$ cat config.mk
export PLATFORM = sky130hd
export DESIGN_NAME = echo_estimator_flat
export DESIGN_NICKNAME = d
export VERILOG_FILES = /design/src/rtl/echo_estimator_if.sv /design/src/rtl/echo_estimator.sv /design/src/flat_wrapper.sv
export SDC_FILE = /design/constraint.sdc
export NUM_CORES = 2
export LEC_CHECK = 0
export ABC_AREA = 1
export CAP_MARGIN = 10
export CORE_UTILIZATION = 40
export DETAILED_ROUTE_END_ITERATION = 12
export SKIP_LAST_GASP = 1
export SYNTH_ARGS = -nofsm -noshare
export SYNTH_HDL_FRONTEND = slang
export SYNTH_SLANG_ARGS = --single-unit
$ cat constraint.sdc
create_clock -name clk -period 28.1 [get_ports clk]
set_input_delay 5.62 -clock clk [delete_from_list [all_inputs] [get_ports clk]]
set_output_delay 5.62 -clock clk [all_outputs]
set_load 0.005 [all_outputs]
$ cat src/rtl/echo_estimator_if.sv
// Sample-stream bundle for echo_estimator: enable in, reference/echo/estimates out.
interface echo_estimator_if;
    logic        en;
    logic [15:0] signal_random;
    logic [19:0] signal_lag;
    logic [15:0] para_0;
    logic [15:0] para_1;
    logic [15:0] para_2;
    logic [19:0] err;

    // Driver side (bench or upstream controller)
    modport master (
        output en,
        input  signal_random,
        input  signal_lag,
        input  para_0,
        input  para_1,
        input  para_2,
        input  err
    );

    // Estimator side
    modport slave (
        input  en,
        output signal_random,
        output signal_lag,
        output para_0,
        output para_1,
        output para_2,
        output err
    );
endinterface

$ cat src/rtl/echo_estimator.sv
// Echo-path source and sign-sign LMS coefficient estimator.
// An LFSR provides the reference x, a tapped delay line builds the synthetic
// echo y, and three Q4.12 weights track the echo coefficients.
module echo_estimator #(
    parameter logic [15:0] SEED = 16'hACE1,
    parameter int unsigned LAG  = 4,
    parameter int          C0   = 1,
    parameter int          C1   = 2,
    parameter int          C2   = -1,
    parameter int          STEP = 16
) (
    input logic              clk,
    input logic              rst_n,
    echo_estimator_if.slave  bus
);

    localparam int DEPTH = 2 * int'(LAG);
    localparam int TAP1  = int'(LAG) - 1;
    localparam int TAP2  = DEPTH - 1;

    logic [15:0]        lfsr_q;
    logic [15:0]        lfsr_d;
    logic signed [15:0] x;
    logic signed [15:0] dly_q [DEPTH];
    logic signed [19:0] y_q;
    logic signed [19:0] y_d;
    logic signed [15:0] xe_q [3];
    logic signed [15:0] w_q [3];
    logic signed [15:0] w_d [3];
    logic signed [19:0] err_q;
    logic signed [19:0] err_d;

    logic signed [33:0] acc;
    logic signed [33:0] yhat;
    logic signed [34:0] e;
    int                 e_sgn;
    int                 x_sgn [3];
    int                 w_sum [3];

    assign x = signed'(lfsr_q);

    // LFSR advance and synthetic echo from the current sample and two delayed taps
    always_comb begin
        lfsr_d = {lfsr_q[14:0], lfsr_q[15] ^ lfsr_q[13] ^ lfsr_q[12] ^ lfsr_q[10]};
        // Coefficients are small, so the full-precision sum always fits in 20 bits
        y_d    = 20'(C0 * 32'(x) + C1 * 32'(dly_q[TAP1]) + C2 * 32'(dly_q[TAP2]));
    end

    // Estimate, error and sign-sign weight update against the registered echo
    always_comb begin
        acc   = 34'(w_q[0]) * 34'(xe_q[0]) + 34'(w_q[1]) * 34'(xe_q[1])
              + 34'(w_q[2]) * 34'(xe_q[2]);
        yhat  = acc >>> 12;
        e     = 35'(y_q) - 35'(yhat);
        e_sgn = (e > 35'sd0) ? 1 : ((e < 35'sd0) ? -1 : 0);
        for (int k = 0; k < 3; k++) begin
            x_sgn[k] = (xe_q[k] > 16'sd0) ? 1 : ((xe_q[k] < 16'sd0) ? -1 : 0);
            w_sum[k] = 32'(w_q[k]) + e_sgn * x_sgn[k] * STEP;
            if (w_sum[k] > 32767) begin
                w_d[k] = 16'sh7fff;
            end else if (w_sum[k] < -32768) begin
                w_d[k] = 16'sh8000;
            end else begin
                w_d[k] = w_sum[k][15:0];
            end
        end
        // e can exceed 20 bits while the weights are far from the true echo
        if (e > 35'sd524287) begin
            err_d = 20'sh7ffff;
        end else if (e < -35'sd524288) begin
            err_d = 20'sh80000;
        end else begin
            err_d = e[19:0];
        end
    end

    // All state advances together on an enabled edge and holds otherwise
    always_ff @(posedge clk or negedge rst_n) begin
        if (!rst_n) begin
            lfsr_q <= SEED;
            y_q    <= '0;
            err_q  <= '0;
            for (int i = 0; i < DEPTH; i++) begin
                dly_q[i] <= '0;
            end
            for (int k = 0; k < 3; k++) begin
                xe_q[k] <= '0;
                w_q[k]  <= '0;
            end
        end else if (bus.en) begin
            lfsr_q   <= lfsr_d;
            y_q      <= y_d;
            err_q    <= err_d;
            dly_q[0] <= x;
            for (int i = 1; i < DEPTH; i++) begin
                dly_q[i] <= dly_q[i-1];
            end
            // Taps aligned with y_q so the estimate compares like with like
            xe_q[0] <= x;
            xe_q[1] <= dly_q[TAP1];
            xe_q[2] <= dly_q[TAP2];
            for (int k = 0; k < 3; k++) begin
                w_q[k] <= w_d[k];
            end
        end
    end

    assign bus.signal_random = lfsr_q;
    assign bus.signal_lag    = y_q;
    assign bus.para_0        = w_q[0];
    assign bus.para_1        = w_q[1];
    assign bus.para_2        = w_q[2];
    assign bus.err           = err_q;

endmodule

$ cat src/flat_wrapper.sv
// flat-port wrapper written by rule: the top's interface ports become plain ports
module echo_estimator_flat 
#(
    parameter logic [15:0] SEED = 16'hACE1,
    parameter int unsigned LAG  = 4,
    parameter int          C0   = 1,
    parameter int          C1   = 2,
    parameter int          C2   = -1,
    parameter int          STEP = 16
)
  (clk, rst_n, bus_en, bus_signal_random, bus_signal_lag, bus_para_0, bus_para_1, bus_para_2, bus_err);
  echo_estimator_if bus_i ();
  input logic clk;
  input logic rst_n;
  input wire logic [$bits(bus_i.en)-1:0] bus_en;
  output wire logic [$bits(bus_i.signal_random)-1:0] bus_signal_random;
  output wire logic [$bits(bus_i.signal_lag)-1:0] bus_signal_lag;
  output wire logic [$bits(bus_i.para_0)-1:0] bus_para_0;
  output wire logic [$bits(bus_i.para_1)-1:0] bus_para_1;
  output wire logic [$bits(bus_i.para_2)-1:0] bus_para_2;
  output wire logic [$bits(bus_i.err)-1:0] bus_err;
  assign bus_i.en = bus_en;
  assign bus_signal_random = bus_i.signal_random;
  assign bus_signal_lag = bus_i.signal_lag;
  assign bus_para_0 = bus_i.para_0;
  assign bus_para_1 = bus_i.para_1;
  assign bus_para_2 = bus_i.para_2;
  assign bus_err = bus_i.err;
  echo_estimator #(.SEED(SEED), .LAG(LAG), .C0(C0), .C1(C1), .C2(C2), .STEP(STEP)) u_core (.clk(clk), .rst_n(rst_n), .bus(bus_i));
endmodule
==> run summary <==
vias per cell: 4.91
largest net degree at the start of global routing: 68
total gr overflow: 0
Setup TNS Final: 0 ns
Worst EP required: 28.56 ns
first-pass GRT wire length: 224000 µm
outcome: finished with violations
fmax: 53.3 MHz
period utilization: 0.668
Ports: 107
Synth Register Bits: 167
initial antenna violation count: 0
failing checks: design-rule violations
Area Growth Syn to Fin: 6.13%
die area: 0.128 mm²
clock slew at reported path FFs: 0.08 ns
placeable core area: 0.126 mm²
post-synthesis net count: 7921
CTS tree: built
synth top area cells: fa_1 34%, ha_1 14%, inv_1 13%
total setup buffers inserted after CTS: 0
skew final: 0.0279 ns
Hold Vio Cnt, Final: 0
Antenna Nets Post-Route: 0
main flop type after synthesis: dfrtp_1
clk sink count: 167
Max Cap Viol: 0
Final Max Slew Viols: 0
part of the Yosys area used for sequential elements: 0.0828
DR iter-0 viols: 2849
residual DRC count: 2
worst-margin pin slew: 1.06 ns
Worst Hold Class: reg2reg
slowest cell delay on critical path: 1.04 ns
proportion of layout cells with a drive suffix above 1: 0.0266
largest area contributor in the netlist: fa_1
fin crit period: 18.76 ns
Initial Utilization: 0.403
post-CTS sizing: 0
CP endpoint kind: flip-flop
vias: 39800
Setup Crit Path Kind: reg2reg
Row Count: 130
number of synthesized flops with an enable pin: 0
final setup fails: 0
Syn Inst Count: 6495
Slowest cell on crit path: dfrtp_1
area fraction of the dominant cell type after synthesis: 0.341
nets: 7868
clock latency on the worst-skew pair: 0.54 ns
CTS root buf: clkbuf_16
hpwl dp: 117000 µm
Die Y: 358 µm
wire length per cell: 17.3 µm
CTS buffer count: 17
Yosys cell types: 53
CTS Hold Bufs: 0
I/O Buffers: 106
Post-Syn Area: 0.0506 mm²
First-pass DRT Iterations: 10
routability cong.: 0.943
relative slew slack: 0.293
clock buffer depth: 2
CP Launch Type: flip-flop
number of global-route vias before repair: 40900
drt total wl: 140000 µm
Post-synth ARST share: 1.00
chip width: 358 µm
H-tree Lvls: 4
Total GRT Usage: 0.225
# fillers: 12800
total of warnings raised by yosys: 0
synthesized area per cell: 7.79 µm²
RSZ-0062 raised after global routing: no
Critical Path AT: 19.22 ns
critical path peak fanout: 35
==> cell families after synthesis <==
| family | Yosys count | share of synthesized area |
|---|---|---|
| flops | 167 | 0.0828 |
| xor+xnor | 373 | 0.0650 |
| compound gates | 575 | 0.0616 |
| buf+inv | 1923 | 0.146 |
| fa+ha+maj | 1423 | 0.480 |
| simple gates | 2034 | 0.165 |
==> worst paths after layout <==
kind / startpoint / to / slack [ns] / cells after the start
max reg2reg: u_core.bus.para_0[8]$_DFFE_PN0P_ / u_core.bus.para_1[4]$_DFFE_PN0P_ / 9.34 / 71
max: u_core.bus.para_0[8]$_DFFE_PN0P_ / u_core.bus.para_1[4]$_DFFE_PN0P_ / 9.34 / 71
min reg2reg: u_core.dly_q[106]$_DFFE_PN0P_ / u_core.dly_q[90]$_DFFE_PN0P_ / 0.49 / 2
min: u_core.dly_q[106]$_DFFE_PN0P_ / u_core.dly_q[90]$_DFFE_PN0P_ / 0.49 / 2
max in group asynchronous: rst_n / u_core.dly_q[107]$_DFFE_PN0P_ / 20.95 / 3
min in group asynchronous: rst_n / u_core.bus.para_2[15]$_DFFE_PN0P_ / 5.02 / 1
==> layer usage <==
layer	GRT usage	routed length, µm
met1	0.303	63200
met2	0.378	66400
met3	0.0248	6140
met4	0.0717	4330
met5	0	0
==> flip-flops by register name, summed over array words and instances, names as in the netlist <==
| name | count |
|---|---|
| u_core.bus.signal_lag | 20 |
| u_core.bus.signal_random | 8 |
| u_core.bus.para_1 | 13 |
| u_core.bus.err | 20 |
| u_core.dly_q | 64 |
| u_core.xe_q | 16 |
| u_core.bus.para_0 | 13 |
| u_core.bus.para_2 | 13 |
==> through the flow <==
| step | setup WS (ns) | area, µm² | hold WS (ns) | std cells | utilization |
|---|---|---|---|---|---|
| 2_1_floorplan | 12.21 | 50600 | 0.442 | 6495 | - |
| 4_1_cts | 9.35 | 53700 | 0.486 | 8105 | 0.428 |
| 3_3_place_gp | 9.66 | 53100 | 0.463 | 8073 | 0.423 |
| 5_1_grt | 8.08 | 53700 | 0.510 | 8105 | 0.428 |
| 3_5_place_dp | 9.45 | 53100 | 0.469 | 8073 | 0.423 |
| 6_report | 9.34 | 53700 | 0.487 | 8106 | 0.428 |
==> layout by cell type, fill, tap and decap left out, drive strengths merged, types with 2 or more instances in the layout <==
cell type	Yosys	routed
a21boi	8	8
o31ai	5	5
clkinvlp	0	3
xor2	254	254
o2111ai	2	2
nor3	34	34
bufinv	0	2
nand3	153	153
a21oi	265	265
a31o	2	2
clkbuf	168	19
clkinv	0	2
nand2	1442	1442
xnor2	119	119
dfstp	8	8
o211ai	11	11
a31oi	16	16
buf	54	45
nor2	285	285
o21bai	20	20
nor4	14	14
nor3b	2	2
o21a	9	9
ha	560	560
and2	5	5
nand4	44	44
inv	1701	1708
a21o	8	8
dfrtp	159	159
o21ai	214	214
a221oi	5	5
fa	863	863
a211oi	6	6
or2	29	29
clkdlybuf4s50	0	104
nand3b	25	25
==> worst max-delay path, delay by kind of cell (launching register included) <==
family	cells	cell delay [ns]
AND/OR/NAND/NOR	24	2.98
XOR/XNOR	5	1.26
flip-flops	1	1.04
AO/OA/AOI/OAI	10	3.03
buffers and inverters	12	1.52
adder cells (fa/ha/maj)	20	8.76
==> final cells by class <==
type | count | area, µm² | share of cell area
sequential | 167 | 4190 | 0.0780
multi-input combinational | 4405 | 39100 | 0.727
timing repair buffer | 150 | 1400 | 0.0260
antenna | 1 | 2.50 | 0.0000466
inverter | 1701 | 6390 | 0.119
clock buffer | 18 | 429 | 0.00799
clock inverter | 14 | 184 | 0.00342
tap | 1650 | 2060 | 0.0384
==> cell usage after synthesis, types with 20 or more instances <==
cell type,number
a21oi_1,264
buf_4,26
clkbuf_1,167
dfrtp_1,159
fa_1,863
ha_1,560
inv_1,1689
nand2_1,1426
nand3_1,145
nand3b_1,25
nand4_1,44
nor2_1,272
nor3_1,32
o21ai_0,207
o21bai_1,20
or2_2,29
xnor2_1,119
xor2_1,251
Power is left out: the tool's default activity adds up to more than one toggle a clock period on the data nets, which glitch-free logic cannot reach.
